### config.mk
export PLATFORM = sky130hd
export DESIGN_NAME = hazard_unit
export DESIGN_NICKNAME = d
export VERILOG_FILES = /design/src/rtl/hazard_unit.sv
export SDC_FILE = /design/constraint.sdc
export NUM_CORES = 1
export LEC_CHECK = 0
export CAP_MARGIN = 20
export CORE_MARGIN = 2
export CORE_UTILIZATION = 49
export DETAILED_ROUTE_END_ITERATION = 10
export GPL_ROUTABILITY_DRIVEN = 0
export GPL_TIMING_DRIVEN = 0
export MAX_ROUTING_LAYER = met4
export PLACE_DENSITY = 0.9
export SYNTH_ARGS = -nofsm -noshare
export SYNTH_HDL_FRONTEND = slang
export SYNTH_SLANG_ARGS = --single-unit
### constraint.sdc
create_clock -name clk -period 4.9 [get_ports clk]
set_input_delay 0.735 -clock clk [delete_from_list [all_inputs] [get_ports clk]]
set_output_delay 0.735 -clock clk [all_outputs]
set_load 0.02 [all_outputs]
### src/rtl/hazard_unit.sv
// Hazard, forwarding and stall controller for the 5-stage MIPS pipeline.
// Also sequences the data-memory request handshake and counts stalled fetch cycles.
module hazard_unit #(
    parameter int CNT_W   = 32,
    parameter int TIMEOUT = 16
) (
    input  logic             clk,
    input  logic             rst,
    input  logic [4:0]       RsD,
    input  logic [4:0]       RtD,
    input  logic [4:0]       RsE,
    input  logic [4:0]       RtE,
    input  logic [4:0]       WriteRegE,
    input  logic [4:0]       WriteRegM,
    input  logic [4:0]       WriteRegW,
    input  logic             BranchD,
    input  logic             RegWriteE,
    input  logic             RegWriteM,
    input  logic             RegWriteW,
    input  logic             MemReadE,
    input  logic             MemReadM,
    input  logic             MemWriteM,
    input  logic             MemReadyM,
    output logic             DMemReq,
    output logic [1:0]       ForwardAE,
    output logic [1:0]       ForwardBE,
    output logic             ForwardAD,
    output logic             ForwardBD,
    output logic             StallF,
    output logic             StallD,
    output logic             StallE,
    output logic             StallM,
    output logic             FlushE,
    output logic             FlushW,
    output logic             MemErr,
    output logic [CNT_W-1:0] StallCount
);

    localparam int WCNT_W = (TIMEOUT > 1) ? $clog2(TIMEOUT) : 1;

    typedef enum logic [1:0] {
        S_IDLE = 2'd0,
        S_WAIT = 2'd1,
        S_ERR  = 2'd2
    } state_t;

    state_t            r_state;
    logic [WCNT_W-1:0] r_wcnt;
    logic [CNT_W-1:0]  r_stall_cnt;

    logic w_acc;
    logic w_lwstall;
    logic w_brstall;
    logic w_memstall;

    // Register 0 is hardwired, so it never creates a dependency.
    function automatic logic reg_hit(input logic [4:0] a, input logic [4:0] b);
        return (a != 5'd0) && (a == b);
    endfunction

    function automatic logic [1:0] fwd_sel(input logic [4:0] src);
        if (RegWriteM && reg_hit(WriteRegM, src)) begin
            return 2'b10;
        end else if (RegWriteW && reg_hit(WriteRegW, src)) begin
            return 2'b01;
        end else begin
            return 2'b00;
        end
    endfunction

    assign w_acc = MemReadM | MemWriteM;

    // Forwarding selects and hazard detection.
    always_comb begin
        ForwardAE = fwd_sel(RsE);
        ForwardBE = fwd_sel(RtE);
        ForwardAD = RegWriteM && reg_hit(WriteRegM, RsD);
        ForwardBD = RegWriteM && reg_hit(WriteRegM, RtD);
        w_lwstall = MemReadE && (reg_hit(WriteRegE, RsD) || reg_hit(WriteRegE, RtD));
        w_brstall = BranchD &&
                    ((RegWriteE && (reg_hit(WriteRegE, RsD) || reg_hit(WriteRegE, RtD))) ||
                     (MemReadM  && (reg_hit(WriteRegM, RsD) || reg_hit(WriteRegM, RtD))));
    end

    // Memory request, stall/flush priority; everything held low during reset.
    always_comb begin
        DMemReq = 1'b0;
        StallF  = 1'b0;
        StallD  = 1'b0;
        StallE  = 1'b0;
        StallM  = 1'b0;
        FlushE  = 1'b0;
        FlushW  = 1'b0;
        case (r_state)
            S_IDLE:  DMemReq = w_acc;
            S_WAIT:  DMemReq = 1'b1;
            S_ERR:   DMemReq = 1'b0;
            default: DMemReq = 1'b0;
        endcase
        if (rst) begin
            DMemReq = 1'b0;
        end else begin
            DMemReq = DMemReq;
        end
        w_memstall = !rst && ((DMemReq && !MemReadyM) || (r_state == S_ERR));
        if (rst) begin
            StallF = 1'b0;
        end else if (w_memstall) begin
            // Whole pipe freezes; WB gets a bubble so the held MEM/WB entry is not written twice.
            StallF = 1'b1;
            StallD = 1'b1;
            StallE = 1'b1;
            StallM = 1'b1;
            FlushW = 1'b1;
        end else if (w_lwstall || w_brstall) begin
            StallF = 1'b1;
            StallD = 1'b1;
            FlushE = 1'b1;
        end else begin
            StallF = 1'b0;
        end
    end

    assign MemErr     = (r_state == S_ERR);
    assign StallCount = r_stall_cnt;

    // Memory handshake FSM with timeout watchdog; ERR is left only through reset.
    always_ff @(posedge clk or posedge rst) begin
        if (rst) begin
            r_state <= S_IDLE;
            r_wcnt  <= '0;
        end else begin
            case (r_state)
                S_IDLE: begin
                    if (w_acc && !MemReadyM) begin
                        r_state <= S_WAIT;
                        r_wcnt  <= '0;
                    end else begin
                        r_state <= S_IDLE;
                    end
                end
                S_WAIT: begin
                    if (MemReadyM) begin
                        r_state <= S_IDLE;
                    end else if (r_wcnt == WCNT_W'(TIMEOUT - 1)) begin
                        r_state <= S_ERR;
                    end else begin
                        r_wcnt <= r_wcnt + WCNT_W'(1);
                    end
                end
                S_ERR:   r_state <= S_ERR;
                default: r_state <= S_IDLE;
            endcase
        end
    end

    // Saturating count of fetch-stall cycles.
    always_ff @(posedge clk or posedge rst) begin
        if (rst) begin
            r_stall_cnt <= '0;
        end else if (StallF && (r_stall_cnt != {CNT_W{1'b1}})) begin
            r_stall_cnt <= r_stall_cnt + CNT_W'(1);
        end else begin
            r_stall_cnt <= r_stall_cnt;
        end
    end

endmodule

# Word level (Yosys, flattened, before mapping)
# Cells that the tools add are included.
dict set report classes {
  reduce_logical 35
  eq_ne 16
  addsub 2
  muxes 21
  bitwise 1
}
# op n
set op_table {}
lappend op_table {{5-bit == test} 8}
lappend op_table {{32-bit by 1-bit adder with 32-bit output, second input constant} 1}
lappend op_table {{32-bit inequality test, second input constant} 1}
lappend op_table {{1-bit logical AND} 22}
lappend op_table {{5-bit nonzero test} 3}
lappend op_table {{4-bit two-way mux} 3}
lappend op_table {{1-bit two-way mux} 11}
lappend op_table {{2-bit two-way mux} 4}
lappend op_table {{4-bit one-hot mux with 2 select lines} 1}
lappend op_table {{2-bit inequality test, second input constant} 3}
lappend op_table {{2-bit one-hot mux with 3 select lines} 1}
lappend op_table {{1-bit logical OR} 5}
lappend op_table {{4-bit by 1-bit adder with 4-bit output, second input constant} 1}
lappend op_table {{4-bit == test, second input constant} 1}
lappend op_table {{4-bit AND reduction} 1}
lappend op_table {{3-bit inequality test, second input constant} 1}
lappend op_table {{2-bit by 1-bit == test with 1-bit output, second input constant} 1}
lappend op_table {{2-bit == test, second input constant} 1}
lappend op_table {{1-bit logical NOT} 2}
lappend op_table {{2-bit logical NOT} 1}
lappend op_table {{1-bit one-hot mux with 2 select lines} 1}
lappend op_table {{2-bit nonzero test} 1}
lappend op_table {{1-bit bitwise OR} 1}
dict set report word_totals {
  inputBits 45
  out_inout_bits 46
  reg_bits 38
  elab_cells 78
}

# Longest topological paths before layout
dict set report logic_depth {
  ltp_word 11
  depth_mapped 9
  mapped_depth_nobuf 8
}

# Worst setup path before layout
# No wires, ideal clock.
dict set report synth_timing {
  path_type {input to output}
  start {input WriteRegM[2]}
  end {output ForwardAE[0]}
  path_slack_ps 1494
  cell_stages 5
  arrival_ps 2671
  required_time_ps 4165
  path_buffers 1
  path_cell_list {buf_2 -> or4_4 -> o21ai_0 -> nor4_1 -> nor4_1}
}
dict set report synth_between {
  elab_chain_cells 4
  elab_cells_between_ends 5
  cone_classes {1 x eq/ne; 1 x mux; 3 x reduce/logical}
}
# item line_no
set synth_lines {}
lappend synth_lines {{start: declaration} 14} ;# input logic [4:0] WriteRegM,
lappend synth_lines {{5-bit == test or 5-bit nonzero test (tied branches)} 58} ;# return (a != 5'd0) && (a == b);
lappend synth_lines {{1-bit logical AND (*)} 58}
lappend synth_lines {{1-bit logical AND (*)} 62} ;# if (RegWriteM && reg_hit(WriteRegM, src)) begin
lappend synth_lines {{2-bit two-way mux (*)} 62}
lappend synth_lines {{end: declaration} 25} ;# output logic [1:0] ForwardAE,
# Every way passes the cells marked *; elsewhere a longest branch is shown, timed or not.

# Worst setup path after layout
dict set report layout_timing {
  start {input WriteRegE[1]}
  end {output StallF}
}
dict set report layout_between {
  elab_chain_cells 10
  elab_cells_between_ends 14
  cone_classes {2 x eq/ne; 3 x mux; 9 x reduce/logical}
}
# item line_no
set layout_lines {}
lappend layout_lines {{start: declaration} 13} ;# input logic [4:0] WriteRegE,
lappend layout_lines {{5-bit == test or 5-bit nonzero test (tied branches)} 58}
lappend layout_lines {{1-bit logical AND} 58}
lappend layout_lines {{1-bit logical OR (*)} {79, 81}}
lappend layout_lines {{1-bit logical AND} 81} ;# ((RegWriteE && (reg_hit(WriteRegE, RsD) || reg_hit(WriteRegE, RtD))) ||
lappend layout_lines {{1-bit logical OR} 81}
lappend layout_lines {{1-bit logical AND} 80} ;# w_brstall = BranchD &&
lappend layout_lines {{1-bit logical OR (*)} 115} ;# end else if (w_lwstall || w_brstall) begin
lappend layout_lines {{1-bit two-way mux (*)} 115}
lappend layout_lines {{1-bit two-way mux (*)} 108} ;# end else if (w_memstall) begin
lappend layout_lines {{1-bit two-way mux (*)} 106} ;# if (rst) begin
lappend layout_lines {{end: declaration} 29} ;# output logic StallF,
# Marked as above.

==> flow_summary.yaml <==
global_route:
  grt_antenna_before_repair: 0
  track_usage: 0.2583
  grt_pass1_vias: 2325
  grt_overflow_total: 0
  grt_pass1_wl_mm: 10.89
  grt_start_max_net_pins: 41
detailed_routing:
  wl_met1_mm: 2.833
  vias: 2297
  routed_wl_mm: 6.488
  first_pass_iters: 4
  drc: 0
  routedWlPerCell_um: 15.41
  met2_length_mm: 3.255
  postRouteAntennaNets: 0
  dr.first_iter.drc_count: 166
  dr.max_layer_used: "met4"
  routed_via_density: 5.456
  met3WireLength_um: 268
critical_path:
  critical_path_class: "in2out"
  max_stage_delay_ps: 550
  critPathCaptureType: "output port"
  cp_data_arrival_time_ps: 3320
  cp_top_family: "buffers and inverters"
  crit_chain: "clkdlybuf4s50_1, or4_1, nor2_1, a211oi_2, o41ai_4, buf_6, inv_2, buf_4, clkdlybuf4s50_1"
  critPathSlowestCell: "or4_1"
  cp_max_fo: 10
  critPathBufInv: 5
  crit_top_cell: "clkdlybuf4s50_1"
  critPathRequiredTime_ps: 4160
  worst_setup_path_start_kind: "input pin"
synthesis:
  synthMostInstantiatedCell: "xor2_1"
  synth_top_area_cell: "dfrtp_1"
  synth_area_sq_mm: 0.002494
  avgSynthCellArea_sq_um: 9.554
  synth_edf_count: 0
  synth_cell_types: 42
  synth_cells: 261
  seq_area_frac_synth: 0.3813
  synth_seq_cells: 38
  yosys.area.top_type_share: 0.3813
  synth.area.top_cells: "dfrtp_1 38%, xor2_1 20%, xnor2_1 5.3%"
  yosys-top-cells-count: "56 x xor2_1, 38 x dfrtp_1, 25 x nor3_1"
  yosysWarnings: 0
  synth_nets: 308
  async_flop_share: 1.000
  synth_flop_cell: "dfrtp_1"
clock_tree:
  clock-root-buffer: "clkbuf_8"
  h-tree-depth: 2
  cts.sinks: 38
  postCtsHoldBufs: 0
  post_cts_buffers: 0
  cts.clk_slew.worst_paths_ps: 70
  clock_path_buffers: 2
  cts_buffers: 5
  ctsResizeCount: 0
  cts_tree: "built"
  clkLatencyLatePin_ps: 300
floorplanning:
  die_h_um: 75.34
  pin_count: 91
  num_rows: 25
  core_region_area_sq_mm: 0.004817
  fp.dieW_um: 75.34
  start_util: 0.5177
  dieArea_sq_mm: 0.005675
timing:
  fmax_ghz: 0.2464
  fin_crit_ps: 4058
  finalHoldWorstSlack_ps: 485.8
  fin_crit_sh: 0.8282
  worst_pin_slew_ps: 862.4
  skew_ps: 5.465
  finalSetupTns_ps: 0
  relSlewSlack: 0.4203
  drv_slew: 0
  rsz0062_at_grt: "false"
  hold_viol: 0
  final-setup-viol-count: 0
final_layout:
  syn_to_final_growth_pct: 41.85
  regArea_sq_um: 950.9
  n_antenna_cell: 0
  instances_no_fill: 421
  final_layout_size_suffix_gt1_frac: 0.08475
  fin_nets: 400
  multi_input_area_sq_mm: 0.001423
  fill_cells: 364
pwr:
  power_density_mw_per_mm2: 274.7
  ir_worst_vdd_uv: 284.2
  total_leakage_power_nw: 1.521
min_path:
  hp-class: "reg2reg"
placement:
  place_inst: 413
  dp_hpwl_mm: 4.971
  io_buffer_count: 85
flow_run:
  cap_violations: 0
status:
  status: "completed"
## cell families after synthesis
group / synth area share
simple gates: 0.2569
xor+xnor: 0.2494
flops: 0.3813
buf+inv: 0.04817
compound gates: 0.04968
fa+ha+maj: 0.01003
mux: 0.004515
## metal layers
metal	vias to the layer above	track usage
met5	-	-
met4	0	0.1092
met3	13	0.04630
met2	66	0.4135
met1	1115	0.3231
li1	1103	-
## worst register-to-register path, delay by kind of cell (launching register included)
family	cells	cell delay, ps
and+or+nand+nor	5	1440
DFF	1	450
buffers and inverters	1	350
xor gates and xnor gates	1	160
## final timing paths
check	to	slack [ps]	startpoint	cells after the start
max in group asynchronous	r_wcnt[3]	3380	rst	2
worst max register to register	StallCount[20]	2360	StallCount[3]	7
worst min register to register	StallCount[26]	490	StallCount[26]	1
worst max-delay path	StallF	840	WriteRegE[1]	9
min in group asynchronous	r_state[1]	1000	rst	2
worst min-delay path	StallCount[26]	490	StallCount[26]	1
## where the power goes
group          total [mW]  internal, mW  switching (mW)
combinational       0.302         0.153           0.148
clock               0.263         0.150           0.114
sequential          0.407         0.354          0.0525
## cell type report
class	count	share of cell area
well taps	67	0.02370
clock inverters	3	0.01132
plain buffers	13	0.02653
flip-flops and latches	38	0.2688
inverters	7	0.007428
multi-input cells	203	0.4022
clock buffers	5	0.01946
repair buffers	85	0.2405
## placed cells by master, fill, tap and decap left out, types with 5 or more instances in the layout
cell type	count
nand4_1	7
xor2_1	56
clkbuf_8	5
nor3_1	25
nand3_1	17
xnor2_1	15
nand2_1	17
nor4_1	14
clkdlybuf4s50_1	85
nor2_1	13
dfrtp_1	38
## sequential cells by signal, indices dropped and copies added (netlist names)
signal,cells
StallCount,32
r_wcnt,4
r_state,2
## metrics by stage
step           power (mW)  setup slack, ps  area [sq um]    util
2_1_floorplan      0.5576             1494          2494       -
3_3_place_gp       0.7012            470.4          3428  0.7117
3_5_place_dp       0.7114            839.0          3428  0.7117
4_1_cts            0.9747            842.3          3537  0.7343
5_1_grt             1.023            712.5          3537  0.7343
6_report           0.9716            841.7          3537  0.7343
No activity file was read; power rests on OpenSTA's default activity.
